$ cat src/rtl/helios_host_stream_driver_if.sv
// Bundled syndrome, decoder byte-stream and result signals of the host stream driver.
// master = the driver itself, slave = the syndrome source / decoder / result sink side.
interface helios_host_stream_driver_if #(
  parameter int GRID_WIDTH_X = 4,
  parameter int GRID_WIDTH_Z = 1,
  parameter int GRID_WIDTH_U = 3,
  parameter int RESP_BYTES   = 2,
  parameter int LAT_WIDTH    = 16
);
  logic [GRID_WIDTH_X*GRID_WIDTH_Z*GRID_WIDTH_U-1:0] syndrome_in;
  logic                    syndrome_valid;
  logic                    syndrome_ready;
  logic [7:0]              tx_data;
  logic                    tx_valid;
  logic                    tx_ready;
  logic [7:0]              rx_data;
  logic                    rx_valid;
  logic                    rx_ready;
  logic [RESP_BYTES*8-1:0] result_data;
  logic                    result_valid;
  logic                    result_ready;
  logic                    header_error;
  logic [LAT_WIDTH-1:0]    latency;

  modport master (
    input  syndrome_in, syndrome_valid, tx_ready, rx_data, rx_valid, result_ready,
    output syndrome_ready, tx_data, tx_valid, rx_ready, result_data, result_valid,
           header_error, latency
  );

  modport slave (
    output syndrome_in, syndrome_valid, tx_ready, rx_data, rx_valid, result_ready,
    input  syndrome_ready, tx_data, tx_valid, rx_ready, result_data, result_valid,
           header_error, latency
  );
endinterface

$ cat src/rtl/helios_host_stream_driver.sv
// Serialises one syndrome block into the decoder byte stream, collects the response
// into a wide result word and measures decode latency.
//
// state     | meaning
// IDLE      | waiting for a syndrome block (syndrome_ready=1)
// SEND_HDR  | offering the 8'h80 start-of-block byte
// SEND_BODY | offering body bytes, round 0 first, LSB-first
// WAIT_RESP | counting latency until the response header arrives
// RECV      | storing response payload bytes into result_data
// DONE      | holding result_valid until result_ready
module helios_host_stream_driver #(
  parameter int GRID_WIDTH_X = 4,
  parameter int GRID_WIDTH_Z = 1,
  parameter int GRID_WIDTH_U = 3,
  parameter int RESP_BYTES   = 2,
  parameter int LAT_WIDTH    = 16
) (
  input logic clk,
  input logic reset,
  helios_host_stream_driver_if.master bus
);
  localparam int XZ   = GRID_WIDTH_X * GRID_WIDTH_Z;
  localparam int BPR  = (XZ + 7) / 8;
  localparam int BODY = BPR * GRID_WIDTH_U;
  localparam int CMAX = (BODY > RESP_BYTES) ? BODY : RESP_BYTES;
  localparam int CW   = $clog2(CMAX + 1);
  localparam logic [7:0] TX_HDR = 8'h80;
  localparam logic [7:0] RX_HDR = 8'h40;

  typedef enum logic [2:0] {
    IDLE, SEND_HDR, SEND_BODY, WAIT_RESP, RECV, DONE
  } state_t;

  state_t                  state, state_next;
  logic [BODY*8-1:0]       padded, shift_buf;
  logic [CW-1:0]           idx;
  logic [7:0]              tx_data_q;
  logic                    tx_valid_q;
  logic [RESP_BYTES*8-1:0] result_q;
  logic                    hdr_err_q;
  logic [LAT_WIDTH-1:0]    lat_q;
  logic                    last_body, last_slot;

  // Each round is zero-padded up to a whole number of bytes.
  always_comb begin
    padded = '0;
    for (int r = 0; r < GRID_WIDTH_U; r++)
      padded[r*BPR*8 +: XZ] = bus.syndrome_in[r*XZ +: XZ];
  end

  assign last_body = (idx == CW'(BODY - 1));
  assign last_slot = (idx == CW'(RESP_BYTES - 1));

  always_ff @(posedge clk) begin
    if (reset) state <= IDLE;
    else       state <= state_next;
  end

  always_comb begin
    state_next = state;
    case (state)
      IDLE:      if (bus.syndrome_valid)             state_next = SEND_HDR;
      SEND_HDR:  if (bus.tx_ready)                   state_next = SEND_BODY;
      SEND_BODY: if (bus.tx_ready && last_body)      state_next = WAIT_RESP;
      WAIT_RESP: if (bus.rx_valid)                   state_next = RECV;
      RECV:      if (bus.rx_valid && last_slot)      state_next = DONE;
      DONE:      if (bus.result_ready)               state_next = IDLE;
      default:                                       state_next = IDLE;
    endcase
  end

  always_ff @(posedge clk) begin
    if (reset) begin
      shift_buf  <= '0;
      idx        <= '0;
      tx_data_q  <= '0;
      tx_valid_q <= 1'b0;
      result_q   <= '0;
      hdr_err_q  <= 1'b0;
      lat_q      <= '0;
    end else begin
      case (state)
        IDLE: if (bus.syndrome_valid) begin
          shift_buf  <= padded;
          idx        <= '0;
          tx_valid_q <= 1'b1;
          tx_data_q  <= TX_HDR;
        end
        SEND_HDR: if (bus.tx_ready) begin
          tx_data_q <= shift_buf[7:0];
          shift_buf <= shift_buf >> 8;
        end
        SEND_BODY: if (bus.tx_ready) begin
          if (last_body) begin
            tx_valid_q <= 1'b0;
            tx_data_q  <= '0;
            lat_q      <= '0;
            idx        <= '0;
          end else begin
            idx       <= idx + 1'b1;
            tx_data_q <= shift_buf[7:0];
            shift_buf <= shift_buf >> 8;
          end
        end
        WAIT_RESP: begin
          if (bus.rx_valid) begin
            if (bus.rx_data != RX_HDR) hdr_err_q <= 1'b1;
          end else if (lat_q != '1) begin
            lat_q <= lat_q + 1'b1;
          end
        end
        RECV: if (bus.rx_valid) begin
          for (int k = 0; k < RESP_BYTES; k++)
            if (idx == CW'(k)) result_q[k*8 +: 8] <= bus.rx_data;
          idx <= idx + 1'b1;
        end
        default: ;
      endcase
    end
  end

  assign bus.syndrome_ready = (state == IDLE);
  assign bus.tx_valid       = tx_valid_q;
  assign bus.tx_data        = tx_data_q;
  assign bus.rx_ready       = (state == WAIT_RESP) || (state == RECV);
  assign bus.result_valid   = (state == DONE);
  assign bus.result_data    = result_q;
  assign bus.header_error   = hdr_err_q;
  assign bus.latency        = lat_q;
endmodule

$ cat src/flat_wrapper.sv
// flat-port wrapper written by rule: the top's interface ports become plain ports
module helios_host_stream_driver_flat 
#(
  parameter int GRID_WIDTH_X = 4,
  parameter int GRID_WIDTH_Z = 1,
  parameter int GRID_WIDTH_U = 3,
  parameter int RESP_BYTES   = 2,
  parameter int LAT_WIDTH    = 16
)
  (clk, reset, bus_syndrome_in, bus_syndrome_valid, bus_tx_ready, bus_rx_data, bus_rx_valid, bus_result_ready, bus_syndrome_ready, bus_tx_data, bus_tx_valid, bus_rx_ready, bus_result_data, bus_result_valid, bus_header_error, bus_latency);
  helios_host_stream_driver_if #(.GRID_WIDTH_X(GRID_WIDTH_X), .GRID_WIDTH_Z(GRID_WIDTH_Z), .GRID_WIDTH_U(GRID_WIDTH_U), .RESP_BYTES(RESP_BYTES), .LAT_WIDTH(LAT_WIDTH)) bus_i ();
  input logic clk;
  input logic reset;
  input wire logic [$bits(bus_i.syndrome_in)-1:0] bus_syndrome_in;
  input wire logic [$bits(bus_i.syndrome_valid)-1:0] bus_syndrome_valid;
  input wire logic [$bits(bus_i.tx_ready)-1:0] bus_tx_ready;
  input wire logic [$bits(bus_i.rx_data)-1:0] bus_rx_data;
  input wire logic [$bits(bus_i.rx_valid)-1:0] bus_rx_valid;
  input wire logic [$bits(bus_i.result_ready)-1:0] bus_result_ready;
  output wire logic [$bits(bus_i.syndrome_ready)-1:0] bus_syndrome_ready;
  output wire logic [$bits(bus_i.tx_data)-1:0] bus_tx_data;
  output wire logic [$bits(bus_i.tx_valid)-1:0] bus_tx_valid;
  output wire logic [$bits(bus_i.rx_ready)-1:0] bus_rx_ready;
  output wire logic [$bits(bus_i.result_data)-1:0] bus_result_data;
  output wire logic [$bits(bus_i.result_valid)-1:0] bus_result_valid;
  output wire logic [$bits(bus_i.header_error)-1:0] bus_header_error;
  output wire logic [$bits(bus_i.latency)-1:0] bus_latency;
  assign bus_i.syndrome_in = bus_syndrome_in;
  assign bus_i.syndrome_valid = bus_syndrome_valid;
  assign bus_i.tx_ready = bus_tx_ready;
  assign bus_i.rx_data = bus_rx_data;
  assign bus_i.rx_valid = bus_rx_valid;
  assign bus_i.result_ready = bus_result_ready;
  assign bus_syndrome_ready = bus_i.syndrome_ready;
  assign bus_tx_data = bus_i.tx_data;
  assign bus_tx_valid = bus_i.tx_valid;
  assign bus_rx_ready = bus_i.rx_ready;
  assign bus_result_data = bus_i.result_data;
  assign bus_result_valid = bus_i.result_valid;
  assign bus_header_error = bus_i.header_error;
  assign bus_latency = bus_i.latency;
  helios_host_stream_driver #(.GRID_WIDTH_X(GRID_WIDTH_X), .GRID_WIDTH_Z(GRID_WIDTH_Z), .GRID_WIDTH_U(GRID_WIDTH_U), .RESP_BYTES(RESP_BYTES), .LAT_WIDTH(LAT_WIDTH)) u_core (.clk(clk), .reset(reset), .bus(bus_i));
endmodule
$ cat config.mk
export PLATFORM = sky130hd
export DESIGN_NAME = helios_host_stream_driver_flat
export DESIGN_NICKNAME = d
export VERILOG_FILES = /design/src/rtl/helios_host_stream_driver_if.sv /design/src/rtl/helios_host_stream_driver.sv /design/src/flat_wrapper.sv
export SDC_FILE = /design/constraint.sdc
export NUM_CORES = 1
export LEC_CHECK = 0
export CORE_AREA = 2 2 93 95
export DETAILED_ROUTE_END_ITERATION = 10
export DIE_AREA = 0 0 95 97
export GPL_ROUTABILITY_DRIVEN = 0
export PLACE_DENSITY_LB_ADDON = 0.25
export SETUP_SLACK_MARGIN = 0.2
export SLEW_MARGIN = 20
export SYNTH_ARGS = -nofsm -noshare
export SYNTH_HDL_FRONTEND = slang
export SYNTH_SLANG_ARGS = --single-unit
$ cat constraint.sdc
create_clock -name clk -period 1.6 [get_ports clk]
set_input_delay 0.24 -clock clk [delete_from_list [all_inputs] [get_ports clk]]
set_output_delay 0.24 -clock clk [all_outputs]
set_load 0.02 [all_outputs]
### Word level (Yosys, flattened, before mapping)

Cells that the tools add are included.

| operators by class | value |
|---|---|
| multiplexer cells | 31 |
| add/sub/neg operators | 2 |
| reductions and logical operators | 18 |
| eq/ne operators | 21 |

Operator list:

| operator | number |
|---|---|
| $mux 24 | 4 |
| $pmux 24 s3 | 1 |
| $mux 16 | 4 |
| $mux 8 | 4 |
| $pmux 16 s2 | 1 |
| $pmux 8 s3 | 1 |
| $mux 3 | 6 |
| $pmux 3 s6 | 1 |
| $add 16x1->16 const B | 1 |
| $ne 16x16->1 const B | 1 |
| $ne 2x2->1 const B | 8 |
| $reduce_and 4->1 | 3 |
| $reduce_and 5->1 | 2 |
| $reduce_and 3->1 | 3 |
| $mux 2 | 4 |
| $ne 2x1->1 const B | 4 |
| $ne 8x7->1 const B | 1 |
| $eq 3x2->1 const B | 2 |
| $eq 3x3->1 const B | 2 |
| $pmux 2 s3 | 1 |
| $reduce_and 6->1 | 1 |
| $reduce_bool 3->1 | 2 |
| $reduce_bool 2->1 | 2 |
| $eq 3x1->1 const B | 1 |
| other kinds (9) | 12 |

| word-level totals | value |
|---|---|
| logic and storage cells | 81 |
| bits of input ports | 26 |
| bits in registers | 71 |
| output and inout port bits | 45 |

### Longest topological paths before layout

Gate-level depths: netlist (run 1).

| depth | value |
|---|---|
| word-level depth | 4 |
| mapped depth | 8 |
| mapped depth without buffers | 7 |

### Worst setup path before layout (run 1)

Ideal clock, no wire load.

| timing path | value |
|---|---|
| path type | register to register |
| start point | register u_core.lat_q[0] (netlist: u_core.bus.latency[0]) |
| end point | register u_core.lat_q[5] (netlist: u_core.bus.latency[5]) |
| setup time | 0.088 ns |
| data required time | 1.512 ns |
| stages on the path, launching flop included | 7 |
| buffers on the path | 0 |
| data arrival time | 1.876 ns |
| clock period less this slack | 1.964 ns |
| setup slack | -0.364 ns |
| cells stage by stage | dfxtp_1 ha_1 nand4_2 or4_4 nand2_2 nand2_1 a311oi_2 |

| on the way | value |
|---|---|
| cells in the longest elaborated chain, start to end | 4 |
| elaborated cells between the ends (all ways) | 7 |
| classes of those cells | add/sub (1); eq/ne (2); mux (3); reduce/logical (1) |

RTL lines:

| item | line | RTL |
|---|---|---|
| start: declaration | helios_host_stream_driver.sv:41 | `logic [LAT_WIDTH-1:0] lat_q;` |
| start signal: assignment | helios_host_stream_driver.sv:109 | `lat_q <= lat_q + 1'b1;` |
| $add 16x1->16 | helios_host_stream_driver.sv:109 |  |
| $mux 16 | helios_host_stream_driver.sv:108 | `end else if (lat_q != '1) begin` |
| $mux 16 | helios_host_stream_driver.sv:106 | `if (bus.rx_valid) begin` |
| $pmux 16 s2 | helios_host_stream_driver.sv:82 | `case (state)` |

Parallel ways exist; a longest one is shown, timed or not. The select of a mux whose other input is x is not followed.
A chain may end at the register's enable or synchronous reset.

### Worst setup path in the final report (run 1)

| timing path | value |
|---|---|
| start point | register u_core.lat_q[15] (netlist: u_core.bus.latency[15]) |
| end point | register u_core.lat_q[2] (netlist: u_core.bus.latency[2]) |

| on the way | value |
|---|---|
| cells in the longest elaborated chain, start to end | 3 |

RTL lines:

| item | line |
|---|---|
| $ne 16x16->1 | helios_host_stream_driver.sv:108 |
| $ne 2x1->1 (no source line) | n/a |
| $reduce_and 5->1 (no source line) | n/a |

No other way between the ends.

==> results of run 1 <==
## kinds of logic after synthesis
logic type | count (synthesis) | share of synthesized area, %
other | 1 | 0.134
muxes | 27 | 9.63
xor gates and xnor gates | 1 | 0.312
and+or+nand+nor | 118 | 22.9
AOI/OAI and AO/OA | 79 | 20.6
DFF | 56 | 39.9
buffers and inverters | 20 | 4.32
adders and majority gates | 5 | 2.23
## flip-flops by register name, indices dropped and copies added (netlist names)
signal,count
u_core.bus.latency,16
u_core.bus.result_data,16
u_core.shift_buf,12
u_core.bus.tx_data,5
u_core.state,3
u_core.idx,2
u_core.bus.header_error,1
u_core.bus.tx_valid,1
## worst max-delay path: stages (launching register included)
cell	delay, ns
dfxtp_4	0.38
nand4_1	0.16
buf_4	0.19
nor4_4	0.26
buf_4	0.19
nor3_4	0.06
buf_4	0.14
a21oi_2	0.10
nor2_1	0.05
## cells in the final DEF (no fill, tap or decap), types with 4 or more instances in the layout
cell type	instances
nand2_2	5
o21ai_2	5
buf_4	57
buf_6	27
a21oi_1	8
a22o_1	4
mux2i_1	25
nand3_2	5
nor2_4	4
dfxtp_4	10
nand4_4	4
nand2b_4	5
nor2_1	35
a31oi_1	8
ha_4	4
clkdlybuf4s15_1	5
nor2_2	7
nand3_1	5
o21a_1	5
clkdlybuf4s50_1	22
nand2_1	16
o21ai_0	4
dfxtp_2	11
clkbuf_8	6
dlygate4sd2_1	33
a21oi_2	4
dfxtp_1	35
a211oi_2	9
## metrics by stage
step	setup TNS, ns	utilization [%]
after global placement	-7.42	50.5
final	-0.137	59.3
after global routing	-1.78	59.3
after CTS	0	56.6
after floorplan	0	-
after detailed placement	-8.80	50.5
## layer usage
| layer | GRT usage, % | up-vias | share of wire, % |
|---|---|---|---|
| met4 | 5.91 | 0 | 1.5 |
| met2 | 31.7 | 47 | 54 |
| met1 | 22.0 | 1358 | 42 |
| met3 | 2.80 | 13 | 2.7 |
| li1 | - | 1413 | - |
| met5 | 0 | - | 0 |
## power breakdown
group | internal, mW | total [mW] | switching [mW]
sequential | 1.59 | 1.75 | 0.161
clock | 0.355 | 0.812 | 0.457
combinational | 1.80 | 3.26 | 1.46
## final cells by class
cell class | instances | area (um2) | area share [%]
well taps | 105 | 131 | 2.73
multi-input cells | 233 | 2050 | 42.4
clock buffers | 8 | 90.1 | 1.87
repair buffers | 151 | 1370 | 28.3
flip-flops and latches | 56 | 1170 | 24.3
inverters | 4 | 15.0 | 0.311
## worst min-delay path by stage
stage                                               from                              endpoint  slack (ns)
global placement    u_core.bus.header_error$_SDFFE_PP0P_  u_core.bus.header_error$_SDFFE_PP0P_        0.45
CTS                                                reset   u_core.bus.latency[13]$_SDFFE_PP0P_        0.31
detailed placement   u_core.bus.latency[15]$_SDFFE_PP0P_   u_core.bus.latency[15]$_SDFFE_PP0P_        0.46
finish                                             reset   u_core.bus.latency[13]$_SDFFE_PP0P_        0.34
floorplan                             bus_syndrome_in[9]     u_core.shift_buf[17]$_SDFFE_PP0P_        0.37
global route                                       reset   u_core.bus.latency[13]$_SDFFE_PP0P_        0.35
## timing repair
action,in CTS,in global routing
pin swaps,43,28
resized for setup,120,54
buffers inserted,27,7
endpoints found under the setup margin,79,64
==> results_dict.tcl, run 1 <==
set metrics [dict create \
    yosys.area.top_type "dfxtp_1" \
    ff2ff_path_depth 8 \
    peakVddDrop_v 0.000820 \
    p_leak_nw 2.13 \
    wl_per_cell_um 14.7 \
    ys_ff_latch 56 \
    synth.distinct_cells 64 \
    crit_fanout 4 \
    syn_to_final_growth_pct 71.7 \
    hpwl_mm 5.61 \
    r2r_slack_ns -0.03 \
    root_buffer "clkbuf_8" \
    fmax_ghz 0.613 \
    route.detailed.drc 0 \
    via_per_inst 5.08 \
    r2r_end "u_core.bus.latency[2]$_SDFFE_PP0P_" \
    crit_type "flop to flop" \
    whs_ns 0.343 \
    cts.sinks 56 \
    synth.avg_cell_area_um2 9.15 \
    synth_edf_count 0 \
    cp.required_ns 1.81 \
    arrival_ns 1.84 \
    drv_cap 0 \
    syn_inst 307 \
    ys_top_cells_by_count "dfxtp_1 (56), nor2_1 (45), mux2i_1 (27)" \
    violations "negative setup slack" \
    cts_tree "built" \
    drv_slew 0 \
    rr_startpoint "u_core.bus.latency[15]$_SDFFE_PP0P_" \
    synth_ff_type "dfxtp_1" \
    postPlaceCellArea_um2 4100 \
    cts_buffers 5 \
    power_mw 5.83 \
    clock_latency_ns 0.31 \
    final_cell_area_um2 4820 \
    synthTopCellsByArea "dfxtp_1 (40%), mux2i_1 (9.6%), nor2_1 (6.0%)" \
    ant_nets 0 \
    die_w_um 95 \
    crit_path_start_kind "flop" \
    dp_cells 515 \
    ctsLongestPathBuffers 2 \
    first_pass_iters 4 \
    overflow 0 \
    antenna_found_initial 0 \
    die_h_um 97 \
    grt_setup_unrepaired "yes" \
    vias 2831 \
    cts_max_level 2 \
    end_kind "flop" \
    synth.most_common_cell "dfxtp_1" \
    n_antenna_cell 0 \
    final-setup-viol-count 10 \
    first_iter_violations 88 \
    worstHoldPathCells 3 \
    startpoint "u_core.bus.latency[15]$_SDFFE_PP0P_" \
    endpoint "u_core.bus.latency[2]$_SDFFE_PP0P_" \
    holdBufCountCts 0 \
    pre_cts_ws_ns -0.370 \
    fin_cells 557 \
    hold_viol_final 0 \
    grtUsageTotal_pct 18.0 \
    status "finished, violations left" \
    netlist_area_um2 2810 \
    fin_crit_sh_pct 102 \
    grt_max_degree 32 \
    min_period_ns 1.63 \
    fillers 663 \
    rows 33 \
    grt_pass1_wl_mm 13.5 \
    die-area_um2 9220 \
    power_per_cell_area_nw_per_um2 1210 \
    ioPinCount 71 \
    setup_slack_ns -0.0304 \
    yosys.area.top_type_share_pct 39.9 \
    yosys_warnings 0 \
    seq_area_frac_synth_pct 39.9 \
    async_flop_share_pct 0 \
    finalNetCount 482 \
    core_um2 8130 \
    routed_wl_mm 8.19 \
    grt_pass1_vias 2863 \
    skew_ns 0.00903 \
    io_buffer_count 67 \
    min_path_type "input pin to flop" \
    start_util_pct 34.5 \
    drive_above_1_share_pct 46.2 \
    clk_pin_slew_ns 0.09 \
]
Note: power is estimated with default switching activity, not from simulation.
==> run 2, diff against run 1 <==
--- a/config.mk
+++ b/config.mk
@@ -5,9 +5,10 @@
 export SDC_FILE = /design/constraint.sdc
 export NUM_CORES = 1
 export LEC_CHECK = 0
-export CORE_AREA = 2 2 93 95
+export ABC_AREA = 1
+export CORE_AREA = 2 2 95 97
 export DETAILED_ROUTE_END_ITERATION = 10
-export DIE_AREA = 0 0 95 97
+export DIE_AREA = 0 0 97 99
 export GPL_ROUTABILITY_DRIVEN = 0
 export PLACE_DENSITY_LB_ADDON = 0.25
 export SETUP_SLACK_MARGIN = 0.2
==> run 2 against run 1 <==
Effect of this change: the flow now finishes without violations; setup slack improved by 0.055 ns; design area barely moved; critical path type unchanged; final cell count rose by 18%; utilization fell by 2.8 points; first-iteration DRC count rose by 56%; count of clock-buffer cells in the layout did not move; register-to-register slack improved by 0.05 ns; maximum frequency rose by 3.5%; non-clock buffer count fell by 25; global-route usage barely moved; largest cell class unchanged; synthesized cell count rose by 41%.
==> results_dict.tcl, run 2 <==
set metrics [dict create \
    setup_slack_ns 0.0244 \
    first_pass_iters 4 \
    wl_per_cell_um 13.8 \
    cp_top_family "simple AND/OR/NAND/NOR gates" \
    synth.most_common_cell "nand2_1" \
    fillers 795 \
    final-setup-viol-count 0 \
    core_um2 8550 \
    power_per_cell_area_nw_per_um2 1200 \
    power_mw 5.80 \
    pwr-share-clk_pct 13.6 \
    worstMarginPinSlew_ns 0.570 \
    hold_viol_final 0 \
    yosys.area.top_type "dfxtp_1" \
    grt_pass1_vias 3139 \
    first_iter_violations 137 \
    vias 3256 \
    combPwrFrac_pct 56.5 \
    status "completed" \
    min_path_type "flop to flop" \
    io_buffer_count 67 \
    netlist_area_um2 2930 \
    fin_cells 657 \
    grtUsageTotal_pct 18.0 \
    via_per_inst 4.96 \
    fin_crit_sh_pct 98.5 \
    yosys.area.top_type_share_pct 38.3 \
    slowest_stage "dfxtp_2" \
    hpwl_mm 5.75 \
    seq_area_frac_synth_pct 38.3 \
    antenna_found_initial 0 \
    synthTopCellsByArea "dfxtp_1 (38%), nand2_1 (13%), a21oi_1 (8.9%)" \
    synth_edf_count 0 \
    layout_commonest_cell "nand2_1" \
    synth_xor_area_share_pct 0.898 \
    synthMuxAreaShare_pct 0 \
    worstPathCellList "buf_12 -> clkinv_4 -> buf_6 -> nor3_4 -> nand2_1 -> nand2_4 -> nor2_4 -> buf_8 -> nand3_4 -> a21oi_2" \
    die-area_um2 9600 \
    cts_buffers 5 \
    finalNetCount 579 \
    synth_simple_gate_area_share_pct 31.8 \
    async_flop_share_pct 0 \
    synth_fa_ha_area_share_pct 2.14 \
    rows 34 \
    cp.buffers_inverters 4 \
    clk_pin_slew_ns 0.10 \
    ys_ff_latch 56 \
    grt_max_degree 33 \
    power.share.switching_pct 41.1 \
    drv_cap 0 \
    syn_to_final_growth_pct 64.9 \
    multiInputGateArea_um2 1980 \
    slew_headroom_pct 62.0 \
    grt_setup_unrepaired "yes" \
    cts_tree "built" \
    grt_pass1_wl_mm 14.4 \
    slowest_delay_ns 0.34 \
    postPlaceCellArea_um2 3950 \
    ctsLongestPathBuffers 2 \
    drive_above_1_share_pct 35.7 \
    routed_wl_mm 9.04 \
    peakVddDrop_v 0.00111 \
    synth_compound_area_share_pct 14.7 \
    skew_ns 0.0101 \
    synth_ff_type "dfxtp_1" \
    crit_type "flop to flop" \
    synth.avg_cell_area_um2 6.74 \
    cp.required_ns 1.84 \
    ys_top_cells_by_count "nand2_1 (103), dfxtp_1 (56), a21oi_1 (52)" \
    overflow 0 \
    ioPinCount 71 \
    p_seq_share_pct 29.9 \
    p_int_mw 3.42 \
    p_leak_nw 2.02 \
    power_switching_mw 2.39 \
    die_h_um 99 \
    synth_top_family_by_area "simple AND/OR/NAND/NOR gates" \
    cts_max_level 2 \
    crit_fanout 8 \
    die_w_um 97 \
    synth.distinct_cells 26 \
    dp_cells 625 \
    root_buffer "clkbuf_8" \
    arrival_ns 1.81 \
    fmax_ghz 0.635 \
    drv_slew 0 \
    route.detailed.drc 0 \
    cts.sinks 56 \
    yosys_warnings 0 \
    start_util_pct 34.2 \
    pre_cts_ws_ns -0.114 \
    crit_path_start_kind "flop" \
    seq_area_um2 1150 \
    final_cell_mix "nand2_1 (81), dfxtp_1 (41), inv_1 (40), dlygate4sd2_1 (37), a21oi_1 (33)" \
    clock_latency_ns 0.31 \
    final_cell_area_um2 4820 \
    ant_nets 0 \
    end_kind "flop" \
    syn_inst 434 \
    min_period_ns 1.58 \
    post-route-util_pct 56.4 \
    n_antenna_cell 0 \
]
run 2: power by group through the flow:
stage	sequential (mW)	clock [mW]	combinational, mW
after floorplan	1.74	0	1.33
after global placement	1.73	0	2.02
after detailed placement	1.73	0	2.04
after CTS	1.72	0.823	2.80
after global routing	1.76	0.863	3.53
final	1.73	0.791	3.28
run 2: cell families (layout without fill, tap and decap cells):
kind of cell | Yosys count | after routing
simple gates | 209 | 210
buf+inv | 75 | 187
xor+xnor | 3 | 3
other cells | 1 | 3
compound gates | 85 | 85
flops | 56 | 56
fa+ha+maj | 5 | 5
run 2: final cells by class:
cell class | count | share of cell area, %
multi-input combinational | 306 | 41.0
inverter | 53 | 4.49
sequential | 56 | 23.8
tap | 108 | 2.80
clock buffer | 8 | 1.87
timing repair buffer | 126 | 26.0
run 2: worst paths after layout:
kind | cells past startpoint | slack [ns] | start | end
worst max-delay path | 10 | 0.02 | u_core.state[0]$_SDFFE_PP0P_ | u_core.shift_buf[3]$_SDFFE_PP0P_
worst min-delay path | 2 | 0.45 | u_core.bus.result_data[5]$_SDFFE_PP0P_ | u_core.bus.result_data[5]$_SDFFE_PP0P_
worst max register to register | 10 | 0.02 | u_core.state[0]$_SDFFE_PP0P_ | u_core.shift_buf[3]$_SDFFE_PP0P_
worst min register to register | 2 | 0.45 | u_core.bus.result_data[5]$_SDFFE_PP0P_ | u_core.bus.result_data[5]$_SDFFE_PP0P_
run 2: metal layers:
metal  wire, um  GRT usage, %  vias to the layer above
met5          0             0                        -
met4        317          7.26                        0
met3        425          3.12                       27
met2       4550          32.2                      102
met1       3740          21.4                     1504
li1           -             -                     1623
run 2: metrics by stage:
stage,hold slack (ns),TNS [ns]
after floorplan,0.400,0
after global placement,0.429,-0.838
after detailed placement,0.435,-1.43
after CTS,0.447,0
after global routing,0.469,-0.138
final,0.446,0
run 2: repair_timing:
action	CTS	global route
pin swaps	41	30
resized for setup	178	68
gates cloned	3	1
setup buffers	17	3
hold buffers	0	0
endpoints found under the setup margin	94	59
run 2: worst min-delay path, cell delays in order (launching register included):
cell,delay [ns]
dfxtp_1,0.32
inv_1,0.04
a21oi_1,0.05
==> run 3, diff against run 2 <==
--- a/config.mk
+++ b/config.mk
@@ -12,7 +12,7 @@
 export GPL_ROUTABILITY_DRIVEN = 0
 export PLACE_DENSITY_LB_ADDON = 0.25
 export SETUP_SLACK_MARGIN = 0.2
-export SLEW_MARGIN = 20
+export SKIP_LAST_GASP = 1
 export SYNTH_ARGS = -nofsm -noshare
 export SYNTH_HDL_FRONTEND = slang
 export SYNTH_SLANG_ARGS = --single-unit
==> run 3 against run 2 <==
Effect of this change: highest routed layer unchanged; critical path depth stayed put; non-clock buffer count unchanged; design area did not move; total power about the same; utilization stayed put; largest cell class unchanged; maximum frequency hardly changed; first-iteration DRC count is 1.5% lower; worst hold slack about the same; setup slack worse by 0.0012 ns; routed wire length barely moved; clock skew grew 0.00058 ns; final cell count unchanged.
==> results_dict.tcl, run 3 (same netlist as run 2, synthesis figures left out) <==
set metrics [dict create \
    status "completed" \
    core_um2 8550 \
    grt_setup_unrepaired "yes" \
    final_cell_area_um2 4820 \
    ctsLongestPathBuffers 2 \
    p_leak_nw 2.02 \
    combPwrFrac_pct 56.5 \
    vias 3251 \
    holdBufCountCts 0 \
    final_cell_mix "nand2_1 (81), dfxtp_1 (41), inv_1 (40), dlygate4sd2_1 (37), a21oi_1 (33)" \
    cp.required_ns 1.84 \
    min_path_type "flop to flop" \
    grt_max_degree 33 \
    routed_wl_mm 9.04 \
    pwr-share-clk_pct 13.7 \
    min_to "u_core.bus.result_data[5]$_SDFFE_PP0P_" \
    slew_headroom_pct 61.9 \
    arrival_ns 1.81 \
    power.share.switching_pct 41.2 \
    clock_latency_ns 0.31 \
    root_buffer "clkbuf_8" \
    drive_above_1_share_pct 35.7 \
    ant_nets 0 \
    hold_viol_final 0 \
    clk_pin_slew_ns 0.10 \
    grt_pass1_vias 3139 \
    grtUsageTotal_pct 18.0 \
    die_h_um 99 \
    crit_fanout 8 \
    wl_per_cell_um 13.8 \
    end_kind "flop" \
    fmax_ghz 0.634 \
    syn_to_final_growth_pct 64.9 \
    power_switching_mw 2.39 \
    cts_buffers 5 \
    cts.sinks 56 \
    first_iter_violations 135 \
    ioPinCount 71 \
    peakVddDrop_v 0.00111 \
    rows 34 \
    grt_pass1_wl_mm 14.4 \
    cts_tree "built" \
    p_int_mw 3.42 \
    skew_ns 0.0107 \
    r2r_slack_ns 0.02 \
    final-setup-viol-count 0 \
    worstMarginPinSlew_ns 0.570 \
    cts_max_level 2 \
    via_per_inst 4.95 \
    die-area_um2 9600 \
    route.detailed.drc 0 \
    rr_startpoint "u_core.state[0]$_SDFFE_PP0P_" \
    crit_path_start_kind "flop" \
    n_antenna_cell 0 \
    hpwl_mm 5.75 \
    min_period_ns 1.58 \
    p_seq_share_pct 29.8 \
    power_per_cell_area_nw_per_um2 1200 \
    worstHoldStart "u_core.bus.result_data[5]$_SDFFE_PP0P_" \
    whs_ns 0.446 \
    io_buffer_count 67 \
    r2r_end "u_core.shift_buf[3]$_SDFFE_PP0P_" \
    start_util_pct 34.2 \
    die_w_um 97 \
    first_pass_iters 4 \
    fin_crit_sh_pct 98.5 \
    crit_type "flop to flop" \
    drv_slew 0 \
    finalNetCount 579 \
    worstHoldPathCells 2 \
    overflow 0 \
    totalNegativeSetupSlack_ns 0 \
    layout_commonest_cell "nand2_1" \
    ff2ff_path_depth 10 \
    postPlaceCellArea_um2 3950 \
    antenna_found_initial 0 \
    pre_cts_ws_ns -0.114 \
    drv_cap 0 \
    setup_slack_ns 0.0232 \
]
## run 3: cell counts in the layout (fill, tap and decap cells not counted)
No cell type changed its count.
## run 3: cell type report
class	count	area [um2]
clock buffer	8	90.1
sequential	56	1150
timing repair buffer	126	1260
inverter	53	216
multi-input combinational	306	1980
fill	795	3730
tap	108	135
## run 3: worst max-delay path by stage
stage	slack, ns	depth (start not counted)	from	endpoint
floorplan	0.17	11	u_core.bus.latency[1]$_SDFFE_PP0P_	u_core.bus.latency[10]$_SDFFE_PP0P_
global placement	-0.08	11	bus_tx_ready	u_core.bus.latency[14]$_SDFFE_PP0P_
detailed placement	-0.11	11	bus_tx_ready	u_core.bus.latency[14]$_SDFFE_PP0P_
CTS	0.09	10	u_core.state[0]$_SDFFE_PP0P_	u_core.shift_buf[3]$_SDFFE_PP0P_
global route	-0.03	10	u_core.state[0]$_SDFFE_PP0P_	u_core.shift_buf[3]$_SDFFE_PP0P_
finish	0.02	10	u_core.state[0]$_SDFFE_PP0P_	u_core.shift_buf[3]$_SDFFE_PP0P_
## run 3: critical path, cell delays in order, from the launching register on
cell	delay (ns)
dfxtp_2	0.34
buf_12	0.14
clkinv_4	0.04
buf_6	0.10
nor3_4	0.04
nand2_1	0.10
nand2_4	0.08
nor2_4	0.24
buf_8	0.20
nand3_4	0.07
a21oi_2	0.16
## run 3: timing repair
item	in CTS	in global routing
setup endpoints to repair	94	59
cloned	3	1
pin swaps	41	29
resized for setup	178	68
setup buffers	17	3
## run 3: layer usage
metal	routed length, um	track usage (%)	vias up
met1	3690	21.4	1489
met3	475	3.12	25
met2	4580	32.2	111
li1	-	-	1626
met4	294	7.26	0
met5	0	0	-
## run 3: stage by stage
| step | power (mW) | utilization, % | instances |
|---|---|---|---|
| finish | 5.80 | 56.4 | 657 |
| global route | 6.15 | 56.4 | 657 |
| CTS | 5.34 | 53.0 | 653 |
| detailed placement | 3.77 | 46.1 | 625 |
| global placement | 3.74 | 46.1 | 625 |
| floorplan | 3.08 | - | 436 |
## run 3: power by group through the flow
stage               Sequential (mW)  Combinational [mW]  Clock (mW)
floorplan                      1.74                1.33           0
global placement               1.73                2.02           0
detailed placement             1.73                2.04           0
CTS                            1.72                2.80       0.823
global route                   1.76                3.53       0.863
finish                         1.73                3.28       0.793
